[config.mk]
export PLATFORM = sky130hd
export DESIGN_NAME = or64_unit
export DESIGN_NICKNAME = d
export VERILOG_FILES = /design/src/rtl/or64_unit.sv
export SDC_FILE = /design/constraint.sdc
export NUM_CORES = 1
export LEC_CHECK = 0
export CAP_MARGIN = 25
export CORE_MARGIN = 3
export CORE_UTILIZATION = 45
export CTS_CLUSTER_DIAMETER = 40
export DETAILED_ROUTE_END_ITERATION = 12
export DONT_BUFFER_PORTS = 1
export GPL_TIMING_DRIVEN = 0
export SLEW_MARGIN = 40
export SYNTH_ARGS = -nofsm -noshare
export SYNTH_HDL_FRONTEND = slang
export SYNTH_SLANG_ARGS = --single-unit
[constraint.sdc]
create_clock -name clk -period 2 [get_ports clk]
set_clock_uncertainty 0.2 [all_clocks]
set_input_delay 0.4 -clock clk [delete_from_list [all_inputs] [get_ports clk]]
set_output_delay 0.4 -clock clk [all_outputs]
set_load 0.02 [all_outputs]
[src/rtl/or64_unit.sv]
// Registered bitwise-OR unit for the ALU logical group.
// Computes a | b plus zero and all-ones flags, one cycle after a valid strobe.
module or64_unit #(
    parameter int WIDTH = 64
) (
    input  logic             clk,
    input  logic             rst,
    input  logic             in_valid,
    input  logic [WIDTH-1:0] a,
    input  logic [WIDTH-1:0] b,
    output logic [WIDTH-1:0] result,
    output logic             out_valid,
    output logic             zero,
    output logic             all_ones
);

    // Handshake: in_valid qualifies a/b for exactly the cycle it is high.
    // out_valid is high for exactly one cycle per accepted operation, one
    // clock later. There is no ready: the consumer always accepts.

    logic [WIDTH-1:0] result_q, result_d;
    logic             out_valid_q, out_valid_d;
    logic             zero_q, zero_d;
    logic             all_ones_q, all_ones_d;
    logic [WIDTH-1:0] or_val;

    always_comb begin
        or_val      = a | b;
        result_d    = result_q;
        zero_d      = zero_q;
        all_ones_d  = all_ones_q;
        out_valid_d = 1'b0;
        // Idle operands never reach the data path, so X there cannot leak out.
        if (in_valid) begin
            result_d    = or_val;
            zero_d      = (or_val == '0);
            all_ones_d  = &or_val;
            out_valid_d = 1'b1;
        end
    end

    always_ff @(posedge clk) begin
        if (rst) begin
            result_q    <= '0;
            out_valid_q <= 1'b0;
            zero_q      <= 1'b0;
            all_ones_q  <= 1'b0;
        end else begin
            result_q    <= result_d;
            out_valid_q <= out_valid_d;
            zero_q      <= zero_d;
            all_ones_q  <= all_ones_d;
        end
    end

    assign result    = result_q;
    assign out_valid = out_valid_q;
    assign zero      = zero_q;
    assign all_ones  = all_ones_q;

endmodule

==> key figures, run 1 <==
Status
  – Status: finished clean

Floorplan
  – Die X: 84.3 um
  – FP Rows: 27
  – Initial Utilization: 48.3%
  – Height of the chip: 84.3 um
  – Boundary pin count: 198
  – Full die area: 7100 um^2
  – Core outline area: 5710 um^2

STA
  – Final setup vio count: 0
  – RSZ-0062 raised after global routing: no
  – Fmax: 658 MHz
  – Final WS setup: 480 ps
  – Final worst-path cycle share: 76.0%
  – Crit path time final: 1520 ps
  – Post-route setup TNS: 0 ps
  – Slew headroom: 67.9%
  – WHS: 47.5 ps
  – Slew @ Worst Pin: 477 ps
  – Final Hold Fails: 0
  – Fin. max-slew vios: 0

Drt
  – First drt pass iteration count: 4
  – Wire per inst: 20.1 um
  – Via-per-instance ratio: 6.05
  – Final ANT Viol Nets: 0
  – Iteration-0 DRC Markers: 78
  – Routed WL: 8610 um
  – # DRC: 0
  – DR vias: 2588

Clock tree
  – CTS Hold Bufs: 0
  – Worst-Skew Late Latency: 330 ps
  – CTS tree: built
  – H-Tree Depth: 3
  – Clk sinks: 67
  – CTS clock-pin slew for the worst setup and hold paths: 70 ps
  – Clk buf depth: 2
  – Cts bufs inserted: 9
  – CTS resizes: 0
  – Setup bufs post-CTS: 0
  – Root buffer cell: clkbuf_8

Yosys
  – Synth area leader: dfxtp_1
  – Yosys reg bits: 67
  – Main combinational cell family by area after synthesis: simple AND/OR/NAND/NOR gates
  – Mux cell area share after synthesis: 0%
  – Seq/Total Area, Yosys: 48.7%
  – Yosys Warn Count: 0
  – Ranking of synthesized cells by area: dfxtp_1, nor2_1, a211oi_1
  – Netlist cell types: 15
  – Avg Cell Area, Syn: 8.08 um^2
  – Yosys top cell area share: 48.7%
  – Synth Area in Simple Gates: 28.7%
  – Post-Synth Adder-Cell Area: 0%
  – Post-Synth XOR/XNOR Area: 0%
  – Mapped cell area: 2760 um^2
  – Compound-cell area share of the yosys netlist: 19.5%
  – Syn_nets: 472
  – Cell count after synthesis: 341

Critical path
  – Setup crit start: b[54]
  – Worst reg2reg path depth: 2
  – Worst path cell trace: o22ai_1, nor4_1, nand4_1, nor4_1, a21o_1
  – Crit-path max cell delay: 480 ps
  – Register-to-Register Setup Slack: 920 ps
  – Startpoint types: input port
  – R2r endpoint: result[30]
  – R2r startpoint: result[30]
  – CP Class: input port to flop
  – Crit Path Max Fanout: 3
  – CP dominant cell by count: nor4_1
  – Crit. End Element: flop
  – Worst EP arrival: 1600 ps
  – CP Capture Point: all_ones
  – Required time worst endpoint: 2080 ps
  – Slowest CP cell: nor4_1

Power and ir drop
  – Logic pwr share: 9.8%
  – Leak: 1.06 nW
  – Switching power: 0.852 mW
  – Pwr dens: 952 nW/um^2
  – Int Power: 2.01 mW
  – Sequential share of power: 56.9%
  – Switching Share: 29.8%
  – Max VDD drop: 0.453 mV
  – Clock power share: 33.3%

Finish
  – Ant. Diodes: 0
  – Syn-to-layout area delta: 9.08%
  – Filler cell count: 597
  – Register Area: 1340 um^2
  – Final Non-Filler Cells: 428
  – NumNets Final: 483
  – Area of the multi-input gates: 1330 um^2
  – Share of layout cells above drive strength 1: 5.06%

Place
  – I/O Buffers: 0
  – Pre-CTS setup slack: 137 ps
  – Placed Cells incl. Taps: 413
  – GPL Wtd Cong: 0.841
  – Final HPWL DP: 6920 um

Global routing
  – First-pass GRT wire length: 13300 um
  – Initial antenna violation count: 0
  – GRT Total Usage: 23.8%
  – Vias in the first global route: 2546
  – Congestion Overflow GR: 0
  – Pin count of the biggest net entering global routing: 11

Worst hold path
  – Hold Crit Class: input port to flop
  – Hold Crit Start: a[54]
  – Hold path depth: 2

Job
  – Max-Cap Viols: 0
==> power by group through the flow <==
stage | Clock [mW] | Combinational, mW | Sequential, mW
after detailed placement | 0 | 0.282 | 1.66
after CTS | 0.970 | 0.282 | 1.63
after global placement | 0 | 0.275 | 1.66
after floorplan | 0 | 0.217 | 1.63
after global routing | 1.04 | 0.319 | 1.64
final | 0.954 | 0.279 | 1.63
==> per-stage QoR <==
step,utilization [%],power (mW),area (um^2)
after global placement,49.9,1.93,2850
after global routing,52.7,3.00,3010
after detailed placement,49.9,1.94,2850
after CTS,52.7,2.88,3010
final,52.7,2.86,3010
after floorplan,-,1.85,2760
==> Yosys cell counts (all sizes together) <==
library cell  number
nor2             130
dfxtp             67
a211oi            64
nor4              24
nand4             17
clkbuf            12
buf                9
o22ai              8
nand2              3
nand3              2
nor3               2
a21o               1
and2b              1
nor4b              1
==> critical path: cells and delay by family <==
kind	cells	cell delay (ps)
simple gates	3	1000
compound gates	2	190
==> registers in the layout (all words and copies together) (netlist names) <==
register	cells
all_ones	1
out_valid	1
result	64
zero	1
==> layer usage <==
metal,vias to the layer above,GRT usage (%),part of all wire [%]
li1,1271,-,-
met1,1169,30.5,42
met2,137,37.4,47
met3,11,6.97,9.6
met4,0,9.94,1.5
met5,-,0,0
==> area by class of cell <==
class,instances,share of cell area (%)
multi-input combinational,253,44.2
clock inverter,3,0.499
buffer,21,2.83
sequential,67,44.6
tap,72,3.00
clock buffer,12,4.83
==> worst min path at each step <==
stage,slack [ps],endpoint
after CTS,30,result[54]
after global routing,40,result[54]
after floorplan,320,zero
after global placement,350,zero
final,50,result[54]
after detailed placement,360,zero
==> placed cells by master, fill, tap and decap left out, drive strengths merged <==
cell | synthesis | routed
clkinv | 0 | 3
o22ai | 8 | 8
nor2 | 130 | 130
and2b | 1 | 1
nand3 | 2 | 2
dfxtp | 67 | 67
nor4 | 24 | 24
nand4 | 17 | 17
nand2 | 3 | 3
a21o | 1 | 1
buf | 9 | 9
nor4b | 1 | 1
clkbuf | 12 | 24
nor3 | 2 | 2
a211oi | 64 | 64
==> cells by family after synthesis <==
group | count (synthesis)
simple gates | 180
compound gates | 73
flops | 67
buf+inv | 21
No activity file was read; power rests on OpenSTA's default activity.
==> run 2, diff against run 1 <==
- ABC_AREA: default -> 1
- clock period: 2 -> 1.38 ns (I/O delays scaled with it)
==> run 2 against run 1 <==
  * Critical path depth fell by 5
  * Cell area rose by 27%
  * Non-clock buffer count rose by 69
  * Synthesized cell count rose by 16%
  * Total power rose by 64%
  * Global-route usage fell by 0.10 points
  * Largest cell class is now multi-input gates
  * First-iteration DRC count rose by 5.1%
  * Critical path type is now flop to output port
  * Critical endpoint is now zero
  * Combinational power rose by 100%
  * Utilization rose by 11 points
  * Die area rose by 2.4%
  * Flip-flop and latch count did not move
==> key figures, run 2 <==
Clock tree
  – Worst-Skew Late Latency: 340 ps
  – Cts bufs inserted: 9
  – H-Tree Depth: 3
  – Root buffer cell: clkbuf_8
  – CTS clock-pin slew for the worst setup and hold paths: 70 ps
  – CTS tree: built
  – CTS resizes: 0
  – Setup bufs post-CTS: 0
  – Clk buf depth: 2
  – Clk sinks: 67

Yosys
  – Mapped cell area: 2830 um^2
  – Mux cell area share after synthesis: 0%
  – Post-Synth Adder-Cell Area: 0%
  – Post-Synth XOR/XNOR Area: 0%
  – Yosys top cell area share: 47.4%
  – Yosys reg bits: 67
  – Count leader, synth: nor2_1
  – Compound-cell area share of the yosys netlist: 22.6%
  – Synth Area in Simple Gates: 25.3%
  – Ranking of synthesized cells by area: dfxtp_1, nor2_1, o21ai_0
  – Seq/Total Area, Yosys: 47.4%
  – Number of synthesized flops with an enable pin: 0
  – Top cells by count, synth: nor2_1, dfxtp_1, o21ai_0, a21oi_1, nand2_1
  – Ys flop type: dfxtp_1
  – Main combinational cell family by area after synthesis: simple AND/OR/NAND/NOR gates
  – Netlist cell types: 20
  – Yosys Warn Count: 0
  – Avg Cell Area, Syn: 7.12 um^2
  – Synth area leader: dfxtp_1
  – Cell count after synthesis: 397
  – Syn_nets: 528
  – Asr flop ratio synth: 0%

STA
  – Final WS setup: 97.5 ps
  – Slew headroom: 74.3%
  – Fmax: 780 MHz
  – Final Hold Fails: 0
  – Crit path time final: 1280 ps
  – Final setup vio count: 0
  – Slew @ Worst Pin: 386 ps
  – Post-route setup TNS: 0 ps
  – Fin. max-slew vios: 0
  – RSZ-0062 raised after global routing: no
  – Final worst-path cycle share: 92.9%

Floorplan
  – Height of the chip: 85.3 um
  – FP Rows: 28
  – Initial Utilization: 47.2%
  – Full die area: 7270 um^2
  – Boundary pin count: 198
  – Die X: 85.3 um
  – Core outline area: 5990 um^2

Finish
  – Filler cell count: 549
  – Syn-to-layout area delta: 35.5%
  – Most common cell after layout, fill and taps aside: nor2_1
  – Share of layout cells above drive strength 1: 5.19%
  – Design area: 3830 um^2
  – Final Util: 64.0%
  – Register Area: 1340 um^2
  – NumNets Final: 609
  – Max reg flops: 64
  – Area of the multi-input gates: 1360 um^2
  – Most frequent cells in the layout: nor2_1, dlygate4sd3_1, dfxtp_1
  – Ant. Diodes: 0

Status
  – Status: finished clean

Drt
  – First drt pass iteration count: 4
  – DR vias: 2997
  – Wire per inst: 16.0 um
  – Iteration-0 DRC Markers: 82
  – Via-per-instance ratio: 5.38
  – # DRC: 0
  – Routed WL: 8940 um
  – Final ANT Viol Nets: 0

Critical path
  – Worst EP arrival: 810 ps
  – CP Class: flop to output port
  – Setup crit start: zero
  – Worst reg2reg path depth: 2
  – Startpoint types: flop
  – Crit. End Element: output port
  – Required time worst endpoint: 900 ps
  – Critical path depth: 0
  – R2r startpoint: result[7]
  – Crit Path Max Fanout: 2

Power and ir drop
  – Max VDD drop: 0.770 mV
  – Power, Total: 4.69 mW
  – Leak: 1.59 nW
  – Pwr dens: 1220 nW/um^2

Job
  – Max-Cap Viols: 0

Global routing
  – Congestion Overflow GR: 0
  – Vias in the first global route: 2904
  – First-pass GRT wire length: 13700 um
  – Pin count of the biggest net entering global routing: 11
  – GRT Total Usage: 23.7%
  – Initial antenna violation count: 0

Worst hold path
  – Hold Crit Class: input port to flop
  – Hold path depth: 3
  – Hold Crit Start: a[3]

Place
  – GPL Wtd Cong: 0.756
  – Final HPWL DP: 6230 um
  – Pre-CTS setup slack: -101 ps
  – I/O Buffers: 0
  – Cell Area, Placed: 2920 um^2
-- run 2: cell count changes in the layout (fill, tap and decap cells not counted), sizes merged, moves of 24 or more --
cell	before	now
a211oi	64	0
a21oi	0	58
dlygate4sd3	0	70
nand2	3	35
nor4	24	0
o21ai	0	64
-- run 2: final cells by class --
cell class	instances	share of cell area [%]
repair buffers	70	18.3
inverters	10	1.05
multi-input cells	300	35.4
plain buffers	20	2.38
clock buffers	13	3.89
flip-flops and latches	67	35.0
clock inverters	2	1.57
well taps	75	2.45
-- run 2: metal layers --
| metal | track usage, % | vias to the layer above | part of all wire [%] |
|---|---|---|---|
| met2 | 39.8 | 126 | 48 |
| li1 | - | 1506 | - |
| met5 | 0 | - | 0 |
| met4 | 9.78 | 0 | 1.8 |
| met3 | 6.21 | 14 | 8.2 |
| met1 | 28.8 | 1351 | 42 |
-- run 2: per-stage QoR --
stage | cells | hold slack [ps]
floorplan | 397 | 138
global placement | 472 | 140
detailed placement | 472 | 142
CTS | 557 | 12.3
global route | 557 | 65.7
finish | 557 | 22.2
-- run 2: path summary, 6_finish.rpt --
path / endpoint / slack (ps)
worst max register to register: result[7] / 370
worst min-delay path: result[3] / 20
worst min register to register: all_ones / 380
worst max-delay path: zero / 100
-- run 2: cells by family (layout without fill, tap and decap cells) --
group,count (synthesis),count (layout)
buf+inv,30,115
compound gates,126,126
flops,67,67
simple gates,174,174
-- run 2: worst min-delay path: stages --
cell and delay, ps:
or2_1 120, nor2_1 50, nor2_1 70
-- run 2: timing repair --
action                                  CTS  global route
hold buffers                             70             0
hold endpoints to repair                 66             0
endpoints found under the setup margin    0             0
-- run 2: where the power goes --
part	leakage (nW)	switching, mW	total (mW)	internal (mW)
sequential	0.559	0.272	2.35	2.08
clock	0.104	0.720	1.78	1.06
combinational	0.924	0.291	0.557	0.266
==> run 3, diff against run 2 <==
- CELL_PAD_IN_SITES_DETAIL_PLACEMENT: default -> 1
- CELL_PAD_IN_SITES_GLOBAL_PLACEMENT: default -> 1
- CORE_UTILIZATION: 45 -> 40
- PLACE_DENSITY_LB_ADDON: default -> 0.1
- clock period: 1.38 -> 1.45 ns (I/O delays scaled with it)
==> run 3 against run 2 <==
  * Count of clock-buffer cells in the layout shrank 2
  * Die area grew 12%
  * Sequential power shrank 5%
  * Clock power shrank 25%
  * Total power shrank 12%
  * Largest cell class unchanged
==> key figures, run 3 (synthesis results as in run 2) <==
Status
  – Status: finished clean

Drt
  – Wire per inst: 17.7 um
  – DR vias: 3072
  – Iteration-0 DRC Markers: 86
  – # DRC: 0
  – First drt pass iteration count: 4
  – Routed WL: 10200 um
  – Final ANT Viol Nets: 0
  – Via-per-instance ratio: 5.32

Power and ir drop
  – Max VDD drop: 0.422 mV
  – Int Power: 2.84 mW
  – Switching power: 1.28 mW
  – Sequential share of power: 54.4%
  – Logic pwr share: 13.2%
  – Clock power share: 32.4%
  – Leak: 1.55 nW
  – Switching Share: 31.1%
  – Pwr dens: 1090 nW/um^2

Global routing
  – GRT Total Usage: 24.7%
  – Congestion Overflow GR: 0
  – Initial antenna violation count: 0
  – First-pass GRT wire length: 16300 um
  – Vias in the first global route: 3225
  – Pin count of the biggest net entering global routing: 12

STA
  – Final Hold Fails: 0
  – Final setup vio count: 0
  – RSZ-0062 raised after global routing: no
  – Fin. max-slew vios: 0
  – Crit path time final: 1310 ps
  – Fmax: 764 MHz
  – Slew @ Worst Pin: 403 ps
  – Final worst-path cycle share: 90.3%
  – Post-route setup TNS: 0 ps
  – Slew headroom: 73.1%

Clock tree
  – CTS tree: built
  – CTS Hold Bufs: 68
  – Root buffer cell: clkbuf_8
  – Clk buf depth: 2
  – CTS resizes: 0
  – H-Tree Depth: 3
  – Setup bufs post-CTS: 0
  – Clk sinks: 67
  – Cts bufs inserted: 9
  – Worst-Skew Late Latency: 330 ps
  – CTS clock-pin slew for the worst setup and hold paths: 80 ps

Place
  – Final HPWL DP: 6890 um
  – I/O Buffers: 0
  – Placed Cells incl. Taps: 493
  – GPL Wtd Cong: 0.768

Floorplan
  – Full die area: 8110 um^2
  – Core outline area: 6830 um^2
  – Height of the chip: 90.1 um
  – FP Rows: 30
  – Boundary pin count: 198
  – Die X: 90.1 um
  – Initial Utilization: 41.4%

Critical path
  – Crit. End Element: output port
  – Startpoint types: flop
  – CP Class: flop to output port
  – Worst EP arrival: 820 ps
  – Crit Path Max Fanout: 2
  – Required time worst endpoint: 960 ps

Job
  – Max-Cap Viols: 0

Finish
  – Max reg flops: 64
  – Ant. Diodes: 0
  – Syn-to-layout area delta: 34.0%
  – Final Util: 55.5%
  – Final Non-Filler Cells: 577
  – Filler cell count: 897
  – Share of layout cells above drive strength 1: 5.61%
  – NumNets Final: 607
  – Most common cell after layout, fill and taps aside: nor2_1
  – Most frequent cells in the layout: nor2_1, dlygate4sd3_1, dfxtp_1

Worst hold path
  – Hold Crit Class: input port to flop
[run 3: cell count changes in the layout (fill, tap and decap cells not counted), sizes merged]
cell,before,now
clkinvlp,0,2
bufinv,2,0
clkbuf,25,23
clkinv,0,3
dlygate4sd3,70,68
[run 3: path summary, 6_finish.rpt]
check | startpoint | to | slack (ps) | cells after the start
worst min-delay path | a[13] | result[13] | 8 | 2
worst max register to register | result[43] | result[43] | 400 | 2
worst max-delay path | result[43] | result[43] | 140 | 0
worst min register to register | all_ones | all_ones | 390 | 2
[run 3: metrics by stage]
| stage | setup slack, ps | power [mW] | hold slack (ps) | area, um^2 |
|---|---|---|---|---|
| 6_report | 141 | 4.12 | 7.89 | 3790 |
| 5_1_grt | 115 | 4.32 | 30.6 | 3790 |
| 4_1_cts | 145 | 4.12 | 2.03 | 3790 |
| 3_5_place_dp | -48.4 | 2.67 | 157 | 2950 |
| 3_3_place_gp | 7.41 | 2.65 | 154 | 2950 |
| 2_1_floorplan | 176 | 2.55 | 152 | 2830 |
[run 3: cell type report]
cell class / instances / area [um^2] / share of cell area, %
buffer: 20 / 91.3 / 2.41
inverter: 10 / 40.0 / 1.06
sequential: 67 / 1340 / 35.4
tap: 96 / 120 / 3.17
clock buffer: 11 / 131 / 3.47
multi-input combinational: 300 / 1360 / 35.8
timing repair buffer: 68 / 681 / 18.0
clock inverter: 5 / 30.0 / 0.792
[run 3: power by group through the flow]
stage | clock [mW] | combinational, mW | sequential, mW
3_3_place_gp | 0 | 0.374 | 2.28
4_1_cts | 1.35 | 0.533 | 2.24
5_1_grt | 1.45 | 0.619 | 2.26
3_5_place_dp | 0 | 0.391 | 2.28
6_report | 1.34 | 0.544 | 2.24
2_1_floorplan | 0 | 0.300 | 2.25
[run 3: routing by layer]
layer | vias to the layer above | GRT usage (%) | share of wire, %
li1 | 1493 | - | -
met3 | 15 | 6.44 | 6.8
met4 | 0 | 7.14 | 1.5
met1 | 1442 | 28.4 | 40
met2 | 122 | 44.8 | 51
met5 | - | 0 | 0
